`config.mk`:
```
export PLATFORM = sky130hd
export DESIGN_NAME = perf_counter_bank
export DESIGN_NICKNAME = d
export VERILOG_FILES = /design/src/rtl/counter_pkg.sv /design/src/rtl/perf_counter_slice.sv /design/src/rtl/perf_counter_bank.sv
export SDC_FILE = /design/constraint.sdc
export NUM_CORES = 1
export LEC_CHECK = 0
export CORE_MARGIN = 2
export CORE_UTILIZATION = 52
export DETAILED_ROUTE_END_ITERATION = 12
export HOLD_SLACK_MARGIN = 0.15
export PLACE_DENSITY = 0.85
export SYNTH_ARGS = -nofsm -noshare
export SYNTH_HDL_FRONTEND = slang
export SYNTH_SLANG_ARGS = --single-unit
```
`constraint.sdc`:
```
create_clock -name clk -period 2.02 [get_ports clk]
set_clock_uncertainty 0.2 [all_clocks]
set_input_delay 0.202 -clock clk [delete_from_list [all_inputs] [get_ports clk]]
set_output_delay 0.202 -clock clk [all_outputs]
set_load 0.01 [all_outputs]
```
`src/rtl/counter_pkg.sv`:
```
// Shared helpers for the performance-counter bank.
// Optional feature macro used by the bank: CNT_OVF_IRQ_EN.
package counter_pkg;

  // Increment applied per event when the instantiating module does not override STEP.
  localparam int unsigned DEFAULT_STEP = 1;

  // Select-field width: one bit minimum so a single-channel bank still has a select port.
  function automatic int unsigned sel_w(int unsigned n);
    return (n <= 2) ? 1 : $clog2(n);
  endfunction

  // All-ones value of width w, for widths up to 64 bits.
  function automatic logic [63:0] all_ones(int unsigned w);
    return (w >= 64) ? '1 : ((64'd1 << w) - 64'd1);
  endfunction

endpackage

```
`src/rtl/perf_counter_slice.sv`:
```
// One counter channel: count register with increment, software load and optional saturation.
// Reports a one-cycle overflow pulse; the sticky flag is kept by the bank.
module perf_counter_slice
  import counter_pkg::*;
#(
  parameter int unsigned      WIDTH = 32,
  parameter bit               SAT   = 1'b0,
  parameter logic [WIDTH-1:0] STEP  = WIDTH'(DEFAULT_STEP)
) (
  input  logic             clk,
  input  logic             rst,
  input  logic             inc_en,
  input  logic             inhibit,
  input  logic             wr_en,
  input  logic [WIDTH-1:0] wr_data,
  output logic [WIDTH-1:0] cnt,
  output logic             ovf_set
);

  logic [WIDTH-1:0] cnt_q, cnt_d;
  logic [WIDTH:0]   sum;

  // Extra top bit captures the carry out of the increment.
  assign sum = {1'b0, cnt_q} + {1'b0, STEP};

  // Next count: a software write takes priority and swallows any same-cycle event.
  always_comb begin
    cnt_d   = cnt_q;
    ovf_set = 1'b0;
    if (wr_en) begin
      cnt_d = wr_data;
    end else if (inc_en && !inhibit) begin
      ovf_set = sum[WIDTH];
      if (sum[WIDTH] && SAT) begin
        cnt_d = '1;
      end else begin
        cnt_d = sum[WIDTH-1:0];
      end
    end
  end

  // Count register.
  always_ff @(posedge clk) begin
    if (rst) begin
      cnt_q <= '0;
    end else begin
      cnt_q <= cnt_d;
    end
  end

  assign cnt = cnt_q;

endmodule

```
`src/rtl/perf_counter_bank.sv`:
```
// Bank of NCNT independent event counters with sticky overflow and a registered read port.
// Optional feature: define CNT_OVF_IRQ_EN to add the irq_mask input and registered irq output.
module perf_counter_bank
  import counter_pkg::*;
#(
  parameter int unsigned      WIDTH    = 32,
  parameter int unsigned      NCNT     = 4,
  parameter logic [NCNT-1:0]  SAT_MASK = '0,
  parameter logic [WIDTH-1:0] STEP     = WIDTH'(DEFAULT_STEP)
) (
  input  logic                     clk,
  input  logic                     rst,
  input  logic [NCNT-1:0]          inc_en,
  input  logic [NCNT-1:0]          inhibit,
  input  logic                     wr_en,
  input  logic [sel_w(NCNT)-1:0]   wr_sel,
  input  logic [WIDTH-1:0]         wr_data,
  input  logic [NCNT-1:0]          ovf_clr,
  input  logic [sel_w(NCNT)-1:0]   rd_sel,
`ifdef CNT_OVF_IRQ_EN
  input  logic [NCNT-1:0]          irq_mask,
  output logic                     irq,
`endif
  output logic [WIDTH-1:0]         rd_data,
  output logic [NCNT-1:0]          ovf
);

  localparam int unsigned SEL_W = sel_w(NCNT);

  logic [WIDTH-1:0] cnt [NCNT];
  logic [NCNT-1:0]  wr_hit;
  logic [NCNT-1:0]  ovf_set;
  logic [NCNT-1:0]  ovf_q, ovf_d;
  logic [WIDTH-1:0] rd_data_q, rd_data_d;

  for (genvar i = 0; i < NCNT; i++) begin : g_ch
    // Out-of-range selects match no channel, so such writes are dropped.
    assign wr_hit[i] = wr_en && (wr_sel == SEL_W'(i));

    perf_counter_slice #(
      .WIDTH (WIDTH),
      .SAT   (SAT_MASK[i]),
      .STEP  (STEP)
    ) u_slice (
      .clk     (clk),
      .rst     (rst),
      .inc_en  (inc_en[i]),
      .inhibit (inhibit[i]),
      .wr_en   (wr_hit[i]),
      .wr_data (wr_data),
      .cnt     (cnt[i]),
      .ovf_set (ovf_set[i])
    );
  end

  // Sticky overflow: a new overflow outranks a same-cycle clear.
  assign ovf_d = ovf_set | (ovf_q & ~ovf_clr);

  // Overflow flag register.
  always_ff @(posedge clk) begin
    if (rst) begin
      ovf_q <= '0;
    end else begin
      ovf_q <= ovf_d;
    end
  end

  // Read mux over pre-update counts; unmatched selects read as zero.
  always_comb begin
    rd_data_d = '0;
    for (int i = 0; i < NCNT; i++) begin
      if (rd_sel == SEL_W'(i)) begin
        rd_data_d = cnt[i];
      end
    end
  end

  // Registered read port.
  always_ff @(posedge clk) begin
    if (rst) begin
      rd_data_q <= '0;
    end else begin
      rd_data_q <= rd_data_d;
    end
  end

`ifdef CNT_OVF_IRQ_EN
  logic irq_q;

  // Interrupt follows the next-state flags so it rises on the same edge as ovf.
  always_ff @(posedge clk) begin
    if (rst) begin
      irq_q <= 1'b0;
    end else begin
      irq_q <= |(ovf_d & irq_mask);
    end
  end

  assign irq = irq_q;
`endif

  assign rd_data = rd_data_q;
  assign ovf     = ovf_q;

endmodule

```
==> summary.txt <==
Run status
  – Outcome: finished, violations left
  – Failing checks: negative setup slack

Synthesis
  – Post-Syn Area: 8730 um2
  – Top cells by area, synth: dfxtp_1, a211oi_1, mux4_2
  – Post-synthesis sequential area ratio: 37.6%
  – Most common cell in the netlist: dfxtp_1
  – Yosys top cell area share: 37.6%
  – Gate Count Post-Synth: between 900 and 1000
  – Number of synthesized flops with an enable pin: 0
  – Post-synthesis register bit count: 164
  – Post-Syn Area per Cell: 9.19 um2
  – Post-synth top area cell: dfxtp_1
  – YS warnings: 0
  – Most frequent cells after synthesis: dfxtp_1, nor2_1, a211oi_1, xor2_1, clkbuf_1
  – Synth Flop Type: dfxtp_1
  – Syn_nets: 1005
  – Distinct cells, synth: 46
  – Ys async rst share: 0%

Place
  – Pre-CTS setup slack: -316 ps
  – GP Congestion: 0.987
  – Post-DP Area: 11000 um2
  – Port Buffers: 86
  – Post-DP HPWL: 20.4 mm

Clocking
  – Reg clk slew, reported paths: 70 ps
  – Total CTS buffers: 17
  – CTS root buf: clkbuf_16
  – Skew-Pair Late Insertion Delay: 440 ps
  – H-tree depth: 4
  – CTS tree: done
  – Clk sinks: 164
  – Clock Path Buffers: 2

Route
  – Starting DRT DRC Count: 1421
  – ANT nets after route: 0
  – Vias: ~9300
  – Post-route DRC violation count: 0
  – Post-DR wirelength/cell: between 20 and 25 um
  – WL final: 32.2 mm
  – Initial DRT Pass Iterations: 7
  – Vias per Instance: 6.57

Timing
  – Final setup vio count: 21
  – Max Clk Rate: 473 MHz
  – Post-layout min period: 2110 ps
  – Final Worst Setup Slack: -94.5 ps
  – Min Hold Slack: 174 ps
  – RSZ-0062 raised after global routing: true
  – Final Hold Fails: 0
  – Tcrit/Tclk final: 105%
  – Rel. slew slack: 67.6%
  – Setup TNS Final: -769 ps
  – Slew @ Worst Pin: 484 ps
  – Slew Limit Fails: 0

Finish
  – ANT cells: 0
  – Final design utilization: 73.3%
  – Layout cells sized above 1: between 20 and 30%
  – Post-layout net count: 1236
  – Final Cell Area: 12100 um2
  – P&R area growth vs syn: 38.7%
  – Register area: ~3300 um2
  – Fillers: roughly 1000
  – Multi-input logic area: 5540 um2

Setup path
  – Reg-to-reg critical path endpoint: g_ch[1].u_slice.cnt[29]
  – Worst Reg-to-Reg Cells: 5
  – Setup CP Type: reg -> reg
  – Arrival time at the worst endpoint: 2240 ps
  – CP required: 2150 ps
  – Crit Path Max Fanout: 4
  – Startpoint Class: flop
  – Internal reg-to-reg setup slack: -90 ps
  – Reg-to-Reg Start: g_ch[1].u_slice.cnt[9]
  – Critical Path Start: g_ch[1].u_slice.cnt[9]
  – Critical path destination: g_ch[1].u_slice.cnt[29]
  – Worst Setup End Kind: flop

GRT
  – Vias in the first global route: 8457
  – Total gr overflow: 0
  – Pin count of the biggest net entering global routing: 68
  – First-pass GRT wire length: 45.6 mm
  – GRT Total Usage: approximately 33%
  – Initial antenna violation count: 0

Die
  – Die ar.: 17800 um2
  – Num rows: between 40 and 50
  – IO Pins: 87
  – Die Ht: 134 um
  – Chip width: between 100 and 150 um
  – Initial Util: 52.8%
  – Core area: 16500 um2

Hold path
  – Hold WC Path Type: in -> reg

Pwr
  – P_leak: approximately 4.6 nW
  – PD cells: between 600 and 700 nW/um2
  – Worst vdd ir: slightly below 0.0007 V

Run
  – Max_cap viols: 0
## area by class of cell
| class | instances | area share, % |
|---|---|---|
| Multi-Input combinational cell | 724 | 45.8 |
| Sequential cell | 164 | 27.5 |
| Timing Repair Buffer | 269 | 19.5 |
| Clock buffer | 23 | 4.03 |
| Tap cell | 220 | 2.27 |
| Clock inverter | 9 | 0.837 |
| Inverter | 5 | 0.155 |
## registers in the layout (all words and copies together) (netlist names)
signal and count:
rd_data 32, ovf 4, g_ch.u_slice.cnt 128
## per-layer routing
metal  track usage (%)  part of all wire, %  vias to the layer above  wire length, um
met5                 0                    0                        -                0
met4              15.3                  6.9                        0             2220
met3              6.66                   11                      204             3670
met2              54.5                   46                      772            14900
met1              41.2                   35                     4338            11400
li1                  -                    -                     3973                -
## worst max-delay path: stages, from the launching register on
cell and delay, ps:
dfxtp_4 380, nand4_4 140, or4_4 590, nor4_4 370, mux2i_1 230, o22ai_1 80
## power breakdown
| part | switching [mW] | total, mW | internal [mW] |
|---|---|---|---|
| clock | 1.35 | 3.29 | 1.94 |
| sequential | 0.145 | 3.55 | 3.41 |
| combinational | 0.561 | 1.12 | 0.560 |
## cell usage in the layout (no fill, tap or decap), types with 4 or more instances in the layout
cell type and n:
buf_4 165, nor2_1 137, dfxtp_1 136, a211oi_1 103
clkdlybuf4s50_1 84, xor2_1 76, nand4_1 48, nand2_1 45
xnor2_1 39, nor2b_1 36, nand3_1 33, mux4_2 30
dfxtp_2 25, and3_1 17, clkbuf_16 17, nand3_2 12
and4_1 12, nor3_1 11, nor4_4 10, a211oi_2 9
o21ai_0 9, buf_6 9, or3_1 8, a311oi_1 8
nand2b_1 8, nor4_2 7, and2_1 7, buf_12 7
nand4b_1 6, inv_1 5, mux2i_1 5, o22ai_1 5
clkinv_2 5, and4_2 4, clkbuf_8 4
## worst min path at each step
stage	endpoint	slack, ps	cells after the start	startpoint
2_1_floorplan	g_ch[2].u_slice.cnt[18]	110	2	wr_data[18]
3_3_place_gp	ovf[3]	260	2	ovf[3]
3_5_place_dp	ovf[3]	270	2	ovf[3]
4_1_cts	ovf[2]	160	4	ovf_clr[2]
5_1_grt	ovf[0]	220	3	ovf_clr[0]
6_report	ovf[2]	170	4	ovf_clr[2]
## per-stage QoR
step                cells  power [mW]
floorplan             950        4.09
global placement     1367        4.59
detailed placement   1367        4.62
CTS                  1402        7.85
global route         1414        8.16
finish               1414        7.96
## kinds of logic after synthesis
| family | share of synthesized area (%) |
|---|---|
| fa+ha+maj | 0.573 |
| xor+xnor | 11.5 |
| buf+inv | 2.81 |
| simple gates | 26.6 |
| mux | 8.92 |
| compound gates | 11.9 |
| flops | 37.6 |
## repair_timing
action / in CTS / in global routing
cloned: 0 / 1
resized for setup: 28 / 68
setup buffers: 2 / 11
pin swaps: 22 / 56
hold buffers: 1 / 0
endpoints found under the hold margin: 18 / 0
setup endpoints to repair: 19 / 67
Note: power is estimated with default switching activity, not from simulation.
